**config.mk**
```make
export PLATFORM = sky130hd
export DESIGN_NAME = irq_ctrl_flat
export DESIGN_NICKNAME = d
export VERILOG_FILES = /design/src/rtl/irq_ctrl_pkg.sv /design/src/rtl/irq_ctrl_if.sv /design/src/rtl/irq_prio_enc.sv /design/src/rtl/irq_ctrl.sv /design/src/flat_wrapper.sv
export SDC_FILE = /design/constraint.sdc
export NUM_CORES = 1
export LEC_CHECK = 0
export ABC_CLOCK_PERIOD_IN_PS = 3850
export BUFFER_PORTS_ARGS = -buffer_cell sky130_fd_sc_hd__clkbuf_2
export CORE_MARGIN = 2
export CORE_UTILIZATION = 46
export DETAILED_ROUTE_END_ITERATION = 7
export PLACE_DENSITY_LB_ADDON = 0.1
export SYNTH_ARGS = -nofsm -noshare
export SYNTH_HDL_FRONTEND = slang
export SYNTH_SLANG_ARGS = --single-unit
```
**constraint.sdc**
```tcl
create_clock -name clk_i -period 3.85 [get_ports clk_i]
set_clock_uncertainty 0.15 [all_clocks]
set_input_delay 0.1925 -clock clk_i [delete_from_list [all_inputs] [get_ports clk_i]]
set_output_delay 0.1925 -clock clk_i [all_outputs]
set_load 0.02 [all_outputs]
```
**src/rtl/irq_ctrl_pkg.sv**
```systemverilog
// Shared encodings for the trap/interrupt controller: instruction opcodes,
// FSM states, default widths and the mcause helper.
package irq_ctrl_pkg;

  localparam int DEF_ADDR_WIDTH  = 32;
  localparam int DEF_RDATA_WIDTH = 32;

  localparam logic [31:0] INST_ECALL = 32'h0000_0073;
  localparam logic [31:0] INST_MRET  = 32'h3020_0073;

  localparam int MCAUSE_INT_BIT = 31;

  typedef enum logic [1:0] {
    ST_IDLE = 2'd0,
    ST_SAVE = 2'd1,
    ST_JUMP = 2'd2
  } irq_state_e;

  // Interrupt mcause: exception code with the interrupt flag on top.
  function automatic logic [31:0] irq_cause(input int unsigned code);
    logic [31:0] c;
    c                 = 32'(code);
    c[MCAUSE_INT_BIT] = 1'b1;
    return c;
  endfunction

endpackage

```
**src/rtl/irq_ctrl_if.sv**
```systemverilog
// Decode-side / CSR-side bundle of the trap controller.
// master = core (decode, CSR file, PC mux), slave = irq_ctrl.
interface irq_ctrl_if #(
  parameter int ADDR_WIDTH  = 32,
  parameter int RDATA_WIDTH = 32,
  parameter int NUM_IRQ     = 4
);

  logic [RDATA_WIDTH-1:0] inst_i;
  logic [ADDR_WIDTH-1:0]  inst_addr_i;
  logic                   inst_valid_i;
  logic [NUM_IRQ-1:0]     irq_i;
  logic [NUM_IRQ-1:0]     irq_mask_i;
  logic                   mie_global_i;
  logic [ADDR_WIDTH-1:0]  mtvec_i;
  logic [ADDR_WIDTH-1:0]  mepc_i;

  logic                   hold_o;
  logic                   interrupt_enable_o;
  logic [ADDR_WIDTH-1:0]  int_addr_o;
  logic                   csr_we_o;
  logic [ADDR_WIDTH-1:0]  mepc_o;
  logic [31:0]            mcause_o;
  logic                   mret_o;

  modport master (
    output inst_i, inst_addr_i, inst_valid_i, irq_i, irq_mask_i,
           mie_global_i, mtvec_i, mepc_i,
    input  hold_o, interrupt_enable_o, int_addr_o, csr_we_o,
           mepc_o, mcause_o, mret_o
  );

  modport slave (
    input  inst_i, inst_addr_i, inst_valid_i, irq_i, irq_mask_i,
           mie_global_i, mtvec_i, mepc_i,
    output hold_o, interrupt_enable_o, int_addr_o, csr_we_o,
           mepc_o, mcause_o, mret_o
  );

endinterface

```
**src/rtl/irq_prio_enc.sv**
```systemverilog
// Combinational lowest-index-wins priority encoder for the enabled irq set.
module irq_prio_enc #(
  parameter  int NUM_IRQ = 4,
  localparam int IDX_W   = (NUM_IRQ > 1) ? $clog2(NUM_IRQ) : 1
) (
  input  logic [NUM_IRQ-1:0] req,
  output logic               found,
  output logic [IDX_W-1:0]   idx
);

  // Scan downward so the lowest set bit is the last one written.
  always_comb begin
    found = 1'b0;
    idx   = '0;
    for (int i = NUM_IRQ - 1; i >= 0; i--) begin
      if (req[i]) begin
        found = 1'b1;
        idx   = IDX_W'(i);
      end
    end
  end

endmodule

```
**src/rtl/irq_ctrl.sv**
```systemverilog
// Registered trap/interrupt controller: ECALL, MRET and NUM_IRQ masked lines,
// sequenced IDLE -> SAVE (CSR write) -> JUMP (redirect).
// Optional IRQ_VECTORED_EN: mtvec mode 01 vectors interrupts to base + 4*cause.
module irq_ctrl
  import irq_ctrl_pkg::*;
#(
  parameter int ADDR_WIDTH     = DEF_ADDR_WIDTH,
  parameter int RDATA_WIDTH    = DEF_RDATA_WIDTH,
  parameter int NUM_IRQ        = 4,
  parameter int ECALL_CAUSE    = 11,
  parameter int IRQ_CAUSE_BASE = 16
) (
  input logic       clk_i,
  input logic       rst_i,
  irq_ctrl_if.slave bus
);

  localparam int IDX_W = (NUM_IRQ > 1) ? $clog2(NUM_IRQ) : 1;

`ifdef IRQ_VECTORED_EN
  localparam bit VECTORED = 1'b1;
`else
  localparam bit VECTORED = 1'b0;
`endif

  irq_state_e            state;
  logic [NUM_IRQ-1:0]    pending;
  logic [NUM_IRQ-1:0]    pending_clr;
  logic [NUM_IRQ-1:0]    irq_en;
  logic                  irq_found;
  logic [IDX_W-1:0]      irq_idx;
  logic [IDX_W-1:0]      irq_idx_q;
  logic                  is_ecall;
  logic                  is_mret;
  logic                  hold_q;
  logic                  redirect_q;
  logic                  csr_we_q;
  logic [ADDR_WIDTH-1:0] tgt_q;
  logic [ADDR_WIDTH-1:0] mepc_q;
  logic [31:0]           mcause_q;
  logic [ADDR_WIDTH-1:0] trap_tgt;

  assign is_ecall = bus.inst_valid_i && (bus.inst_i == RDATA_WIDTH'(INST_ECALL));
  assign is_mret  = bus.inst_valid_i && (bus.inst_i == RDATA_WIDTH'(INST_MRET));
  assign irq_en   = pending & bus.irq_mask_i & {NUM_IRQ{bus.mie_global_i}};

  irq_prio_enc #(.NUM_IRQ(NUM_IRQ)) u_prio (
    .req   (irq_en),
    .found (irq_found),
    .idx   (irq_idx)
  );

  // Only an interrupt SAVE retires its pending bit; ECALL leaves pending alone.
  always_comb begin
    pending_clr = '0;
    if (state == ST_SAVE && mcause_q[MCAUSE_INT_BIT])
      pending_clr[irq_idx_q] = 1'b1;
  end

  always_comb begin
    trap_tgt = {bus.mtvec_i[ADDR_WIDTH-1:2], 2'b00};
    if (VECTORED && bus.mtvec_i[1:0] == 2'b01 && mcause_q[MCAUSE_INT_BIT])
      trap_tgt = trap_tgt + ADDR_WIDTH'((IRQ_CAUSE_BASE + int'(irq_idx_q)) * 4);
  end

  always_ff @(posedge clk_i) begin
    if (rst_i) begin
      state      <= ST_IDLE;
      pending    <= '0;
      hold_q     <= 1'b0;
      redirect_q <= 1'b0;
      csr_we_q   <= 1'b0;
      tgt_q      <= '0;
      mepc_q     <= '0;
      mcause_q   <= '0;
      irq_idx_q  <= '0;
    end else begin
      pending <= (pending & ~pending_clr) | bus.irq_i;
      case (state)
        ST_IDLE: begin
          if (is_ecall) begin
            state    <= ST_SAVE;
            hold_q   <= 1'b1;
            csr_we_q <= 1'b1;
            mepc_q   <= bus.inst_addr_i;
            mcause_q <= 32'(ECALL_CAUSE);
          end else if (is_mret) begin
            state      <= ST_JUMP;
            hold_q     <= 1'b1;
            redirect_q <= 1'b1;
            tgt_q      <= bus.mepc_i;
          end else if (irq_found) begin
            state     <= ST_SAVE;
            hold_q    <= 1'b1;
            csr_we_q  <= 1'b1;
            mepc_q    <= bus.inst_addr_i;
            mcause_q  <= irq_cause(IRQ_CAUSE_BASE + int'(irq_idx));
            irq_idx_q <= irq_idx;
          end
        end
        ST_SAVE: begin
          state      <= ST_JUMP;
          csr_we_q   <= 1'b0;
          redirect_q <= 1'b1;
          tgt_q      <= trap_tgt;
        end
        ST_JUMP: begin
          state      <= ST_IDLE;
          hold_q     <= 1'b0;
          redirect_q <= 1'b0;
        end
        default: begin
          state      <= ST_IDLE;
          hold_q     <= 1'b0;
          redirect_q <= 1'b0;
          csr_we_q   <= 1'b0;
        end
      endcase
    end
  end

  // mret_o is the one combinational output: the CSR restores MIE in the same
  // cycle MRET is decoded so the redirect lands one cycle later.
  assign bus.mret_o             = !rst_i && (state == ST_IDLE) && is_mret && !is_ecall;
  assign bus.hold_o             = hold_q;
  assign bus.interrupt_enable_o = redirect_q;
  assign bus.int_addr_o         = tgt_q;
  assign bus.csr_we_o           = csr_we_q;
  assign bus.mepc_o             = mepc_q;
  assign bus.mcause_o           = mcause_q;

endmodule

```
**src/flat_wrapper.sv**
```systemverilog
// flat-port wrapper written by rule: the top's interface ports become plain ports
module irq_ctrl_flat import irq_ctrl_pkg::*;
#(
  parameter int ADDR_WIDTH     = DEF_ADDR_WIDTH,
  parameter int RDATA_WIDTH    = DEF_RDATA_WIDTH,
  parameter int NUM_IRQ        = 4,
  parameter int ECALL_CAUSE    = 11,
  parameter int IRQ_CAUSE_BASE = 16
)
  (clk_i, rst_i, bus_inst_i, bus_inst_addr_i, bus_inst_valid_i, bus_irq_i, bus_irq_mask_i, bus_mie_global_i, bus_mtvec_i, bus_mepc_i, bus_hold_o, bus_interrupt_enable_o, bus_int_addr_o, bus_csr_we_o, bus_mepc_o, bus_mcause_o, bus_mret_o);
  irq_ctrl_if #(.ADDR_WIDTH(ADDR_WIDTH), .RDATA_WIDTH(RDATA_WIDTH), .NUM_IRQ(NUM_IRQ)) bus_i ();
  input logic clk_i;
  input logic rst_i;
  input wire logic [$bits(bus_i.inst_i)-1:0] bus_inst_i;
  input wire logic [$bits(bus_i.inst_addr_i)-1:0] bus_inst_addr_i;
  input wire logic [$bits(bus_i.inst_valid_i)-1:0] bus_inst_valid_i;
  input wire logic [$bits(bus_i.irq_i)-1:0] bus_irq_i;
  input wire logic [$bits(bus_i.irq_mask_i)-1:0] bus_irq_mask_i;
  input wire logic [$bits(bus_i.mie_global_i)-1:0] bus_mie_global_i;
  input wire logic [$bits(bus_i.mtvec_i)-1:0] bus_mtvec_i;
  input wire logic [$bits(bus_i.mepc_i)-1:0] bus_mepc_i;
  output wire logic [$bits(bus_i.hold_o)-1:0] bus_hold_o;
  output wire logic [$bits(bus_i.interrupt_enable_o)-1:0] bus_interrupt_enable_o;
  output wire logic [$bits(bus_i.int_addr_o)-1:0] bus_int_addr_o;
  output wire logic [$bits(bus_i.csr_we_o)-1:0] bus_csr_we_o;
  output wire logic [$bits(bus_i.mepc_o)-1:0] bus_mepc_o;
  output wire logic [$bits(bus_i.mcause_o)-1:0] bus_mcause_o;
  output wire logic [$bits(bus_i.mret_o)-1:0] bus_mret_o;
  assign bus_i.inst_i = bus_inst_i;
  assign bus_i.inst_addr_i = bus_inst_addr_i;
  assign bus_i.inst_valid_i = bus_inst_valid_i;
  assign bus_i.irq_i = bus_irq_i;
  assign bus_i.irq_mask_i = bus_irq_mask_i;
  assign bus_i.mie_global_i = bus_mie_global_i;
  assign bus_i.mtvec_i = bus_mtvec_i;
  assign bus_i.mepc_i = bus_mepc_i;
  assign bus_hold_o = bus_i.hold_o;
  assign bus_interrupt_enable_o = bus_i.interrupt_enable_o;
  assign bus_int_addr_o = bus_i.int_addr_o;
  assign bus_csr_we_o = bus_i.csr_we_o;
  assign bus_mepc_o = bus_i.mepc_o;
  assign bus_mcause_o = bus_i.mcause_o;
  assign bus_mret_o = bus_i.mret_o;
  irq_ctrl #(.ADDR_WIDTH(ADDR_WIDTH), .RDATA_WIDTH(RDATA_WIDTH), .NUM_IRQ(NUM_IRQ), .ECALL_CAUSE(ECALL_CAUSE), .IRQ_CAUSE_BASE(IRQ_CAUSE_BASE)) u_core (.clk_i(clk_i), .rst_i(rst_i), .bus(bus_i));
endmodule
```
==> impl.org <==
** Run status
- Status :: finished, final reports clean

** Worst setup path
- Crit path capture type :: register
- Critical Path Max Stage Delay :: 0.69 ns
- Buffers and inverters on the worst path :: 1
- Critical Path Source Type :: register
- The critical path runs through a total of 5 cells.
- Among all stages on the critical path, the largest delay is contributed by or4_1.
- Data arrives at the worst endpoint at 2.80 ns.
- For the worst setup path, the data required time is 3.96 ns.
- Across all register-to-register paths, the minimum setup slack is 1.17 ns.
- The cell family contributing the most delay on the critical path is simple AND/OR/NAND/NOR gates.
- Cell count of the worst reg-to-reg path :: 5
- Of all nets on the critical path, the largest fanout is 20.
- Kind of critical path :: reg2reg
- Cells traversed along the worst timing path :: or2_2 -> or4_1 -> o21ai_4 -> buf_4 -> mux2i_1

** Route
- Mean number of vias per cell :: 4.948
- After detailed routing, the met2 layer carries 4909 microns of wire.
- WL met3 :: 845 microns
- First-pass detailed-route iteration total :: 4
- Routed wire length per instance :: 13.15 microns
- Uppermost layer routed :: met4
- Summed over all layers, the routed wires come to 10020 microns.
- For this block, the via count after detailed routing is 3770.
- In this run the remaining antenna-violating nets after routing total 0.
- Violation count after the first detailed-route iteration :: 86
- Met1 wire length :: 4165 microns
- After detailed routing, the number of remaining DRC violations is 0.

** Cells and area
- Top library cells by usage in the layout, fill and taps aside :: clkbuf_2 (210), dfxtp_1 (79), nand2_1 (76), mux2i_1 (63), a21oi_1 (39)
- Diodes inserted :: 0
- In the final design database the tool counted 792 nets.
- Post-synthesis to final-layout area growth :: 42.48%
- In the final layout, the share of cells above drive strength 1 is 36.68%.
- Leaving out fill and tap cells, the most frequent cell in the layout is clkbuf_2.
- After routing the design area is 5396 sq um.

** CTS
- The root buffer cell chosen for the clock tree is clkbuf_8.
- After clock tree synthesis, the flow added hold-fix buffers numbering 38.
- After clock tree synthesis, the repair step resized 0 gates.
- TritonCTS clock tree :: yes
- Number of CTS-inserted buffers :: 9
- After clock tree synthesis, the setup repair step added 0 buffers.
- For the worst-skew pair, the clock arrives at the later sink with an insertion delay of 0.34 ns.
- Count of H-tree levels built during CTS :: 3
- # clock sinks :: 79
- Max Root-Sink Buffers :: 2
- Clock-pin slew was measured on the worst setup and hold paths at 0.09 ns.

** STA
- Final WS setup :: 1.166 ns
- Dividing the final minimum period by the clock period gives 69.72%.
- RSZ-0062 raised after global routing :: false
- Static timing analysis puts the maximum clock frequency at 0.3725 GHz.
- Max-slew violation count :: 0
- The hold violation count in the final report came to 0.
- Aggregate negative setup slack :: 0 ns
- The worst path needs 2.684 ns of the cycle, external delays included.
- Final setup vio count :: 0
- The worst pin sits at a relative slew slack of 37.85%.
- Worst Max-Slew Pin Slew :: 0.9312 ns

** Synthesis
- Sequential elements use 41.76% of the synthesized area.
- Count of distinct cell types in the synthesized netlist :: 43
- After technology mapping, the gate count stands at 420.
- Each instance of the synthesized netlist takes up on average 9.018 sq um.
- Post-synthesis instance area :: 3787 sq um
- Flip-flop and latch count after synthesis :: 79
- The Yosys step of the flow raised 0 warnings.

** Placed design
- Placed Area :: 4770 sq um
- The count of buffers added on input and output ports is 210.
- Final RePlAce weighted congestion :: 0.7626
- Before CTS, the worst setup slack after placement is 0.9886 ns.
- Final HPWL DP :: 7191 microns

** Die
- The initialized floorplan defines 33 standard-cell rows.
- After floorplanning, the core was sized to cover 8093 sq um.
- The die is 94.74 microns tall.
- Die Area :: 8976 sq um
- Starting Density :: 46.80%
- In this run the horizontal extent of the chip is 94.74 microns.
- In this run the count of I/O pins placed on the die edge is 240.

** Worst hold path
- The path class of the tightest hold or removal check is in2reg.
- Count of cells along the worst hold path :: 3

** Global routing
- The total overflow left after global routing is 0.
- Tot GR Track Use :: 21.91%
- Pin count of the biggest net entering global routing :: 46
- The number of antenna violations at the first check in global routing was 0.
- The first global-routing pass estimated 15620 microns of wire.
- Number of global-route vias before repair :: 3467

** Power and ir drop
- VDD IR max :: 176.1 uV
- Power Density :: 393.6 nW/um^2
- The analysis attributes to cell leakage a power of 2.475 nW.

** Job
- Across the run, the number of max-cap violations was 0.
==> per-stage QoR <==
stage          total power, W  hold WS (ns)  instances  util, %
6_report             0.002124       0.01303        762    66.68
4_1_cts              0.002145      0.004772        762    66.68
5_1_grt              0.002236      0.005247        762    66.68
3_5_place_dp         0.001365        0.2595        708    58.94
2_1_floorplan        0.001226        0.1599        446        -
3_3_place_gp         0.001356        0.2517        708    58.94
==> kinds of logic (layout without fill, tap and decap cells) <==
group / Yosys count / in the layout / synth area share [%]
compound gates: 89 / 89 / 15.69
other cells: 1 / 27 / 0.09901
simple gates: 125 / 125 / 15.99
flops: 79 / 79 / 41.76
mux: 63 / 63 / 16.65
buf+inv: 63 / 274 / 9.812
==> registers in the layout, indices dropped and copies added, names as in the netlist <==
register	flops
u_core.pending	4
u_core.irq_idx_q	2
u_core.bus.int_addr_o	32
u_core.bus.mepc_o	32
u_core.bus.hold_o	1
u_core.bus.csr_we_o	1
u_core.bus.mcause_o	4
u_core.state	2
u_core.bus.interrupt_enable_o	1
==> metal layers <==
metal | track usage, % | up-vias
li1 | - | 1912
met1 | 25.86 | 1710
met2 | 37.94 | 140
met4 | 7.126 | 0
met3 | 6.624 | 8
met5 | 0 | -
==> worst register-to-register path, delay by kind of cell, from the launching register on <==
family | cells | cell delay [ns]
muxes | 1 | 0.23
and+or+nand+nor | 2 | 1.06
buffers and inverters | 1 | 0.40
DFF | 1 | 0.39
AOI/OAI and AO/OA | 1 | 0.37
==> power by group <==
part / switching, W / leakage (nW) / internal, W / total, W
combinational: 0.000264 / 1.71 / 0.000200 / 0.000464
sequential: 0.0000351 / 0.646 / 0.000877 / 0.000912
clock: 0.000300 / 0.116 / 0.000449 / 0.000748
==> layout make-up <==
cell class / count / area, sq um
clock buffers: 11 / 141.4
clock inverters: 5 / 105.1
fillers: 666 / 2696
inverters: 5 / 18.77
multi-input cells: 304 / 1949
flip-flops and latches: 79 / 1582
well taps: 105 / 131.4
repair buffers: 253 / 1469
==> synthesized netlist by cell type (all sizes together) <==
master / n / area (sq um)
o21ai: 2 / 13.76
o311ai: 1 / 8.760
a311o: 1 / 10.01
and3: 1 / 6.260
o32ai: 2 / 17.52
dfxtp: 79 / 1582
nand4: 5 / 31.28
or4: 2 / 15.01
o211a: 1 / 10.01
nor3: 3 / 15.01
inv: 5 / 18.76
conb: 1 / 3.750
a21oi: 39 / 195.2
o21a: 2 / 15.01
nor4: 7 / 43.79
a22o: 2 / 17.52
or3: 2 / 12.51
nand2: 76 / 285.3
nand4b: 2 / 17.52
nor4bb: 1 / 10.01
nor2: 12 / 45.04
buf: 37 / 274.0
and4: 1 / 8.760
or2: 2 / 12.51
nor2b: 1 / 6.260
mux2i: 63 / 630.6
and4b: 1 / 10.01
or4bb: 1 / 11.26
a21boi: 2 / 15.01
a32o: 1 / 10.01
o31ai: 1 / 21.27
a211oi: 31 / 232.7
clkbuf: 21 / 78.83
a31o: 1 / 8.760
nor4b: 3 / 32.53
or4b: 2 / 27.53
nand3: 3 / 15.01
a31oi: 3 / 18.77
==> path summary, 6_finish.rpt <==
| kind | startpoint | endpoint |
|---|---|---|
| setup / recovery | u_core.state[1]$_SDFFE_PP0P_ | u_core.bus.mepc_o[10]$_SDFFE_PP0P_ |
| hold / removal | bus_mepc_i[8] | u_core.bus.int_addr_o[8]$_SDFFE_PP0P_ |
| setup reg to reg | u_core.state[1]$_SDFFE_PP0P_ | u_core.bus.mepc_o[10]$_SDFFE_PP0P_ |
| hold reg to reg | u_core.bus.mepc_o[11]$_SDFFE_PP0P_ | u_core.bus.mepc_o[11]$_SDFFE_PP0P_ |
No activity file was read; power rests on OpenSTA's default activity.
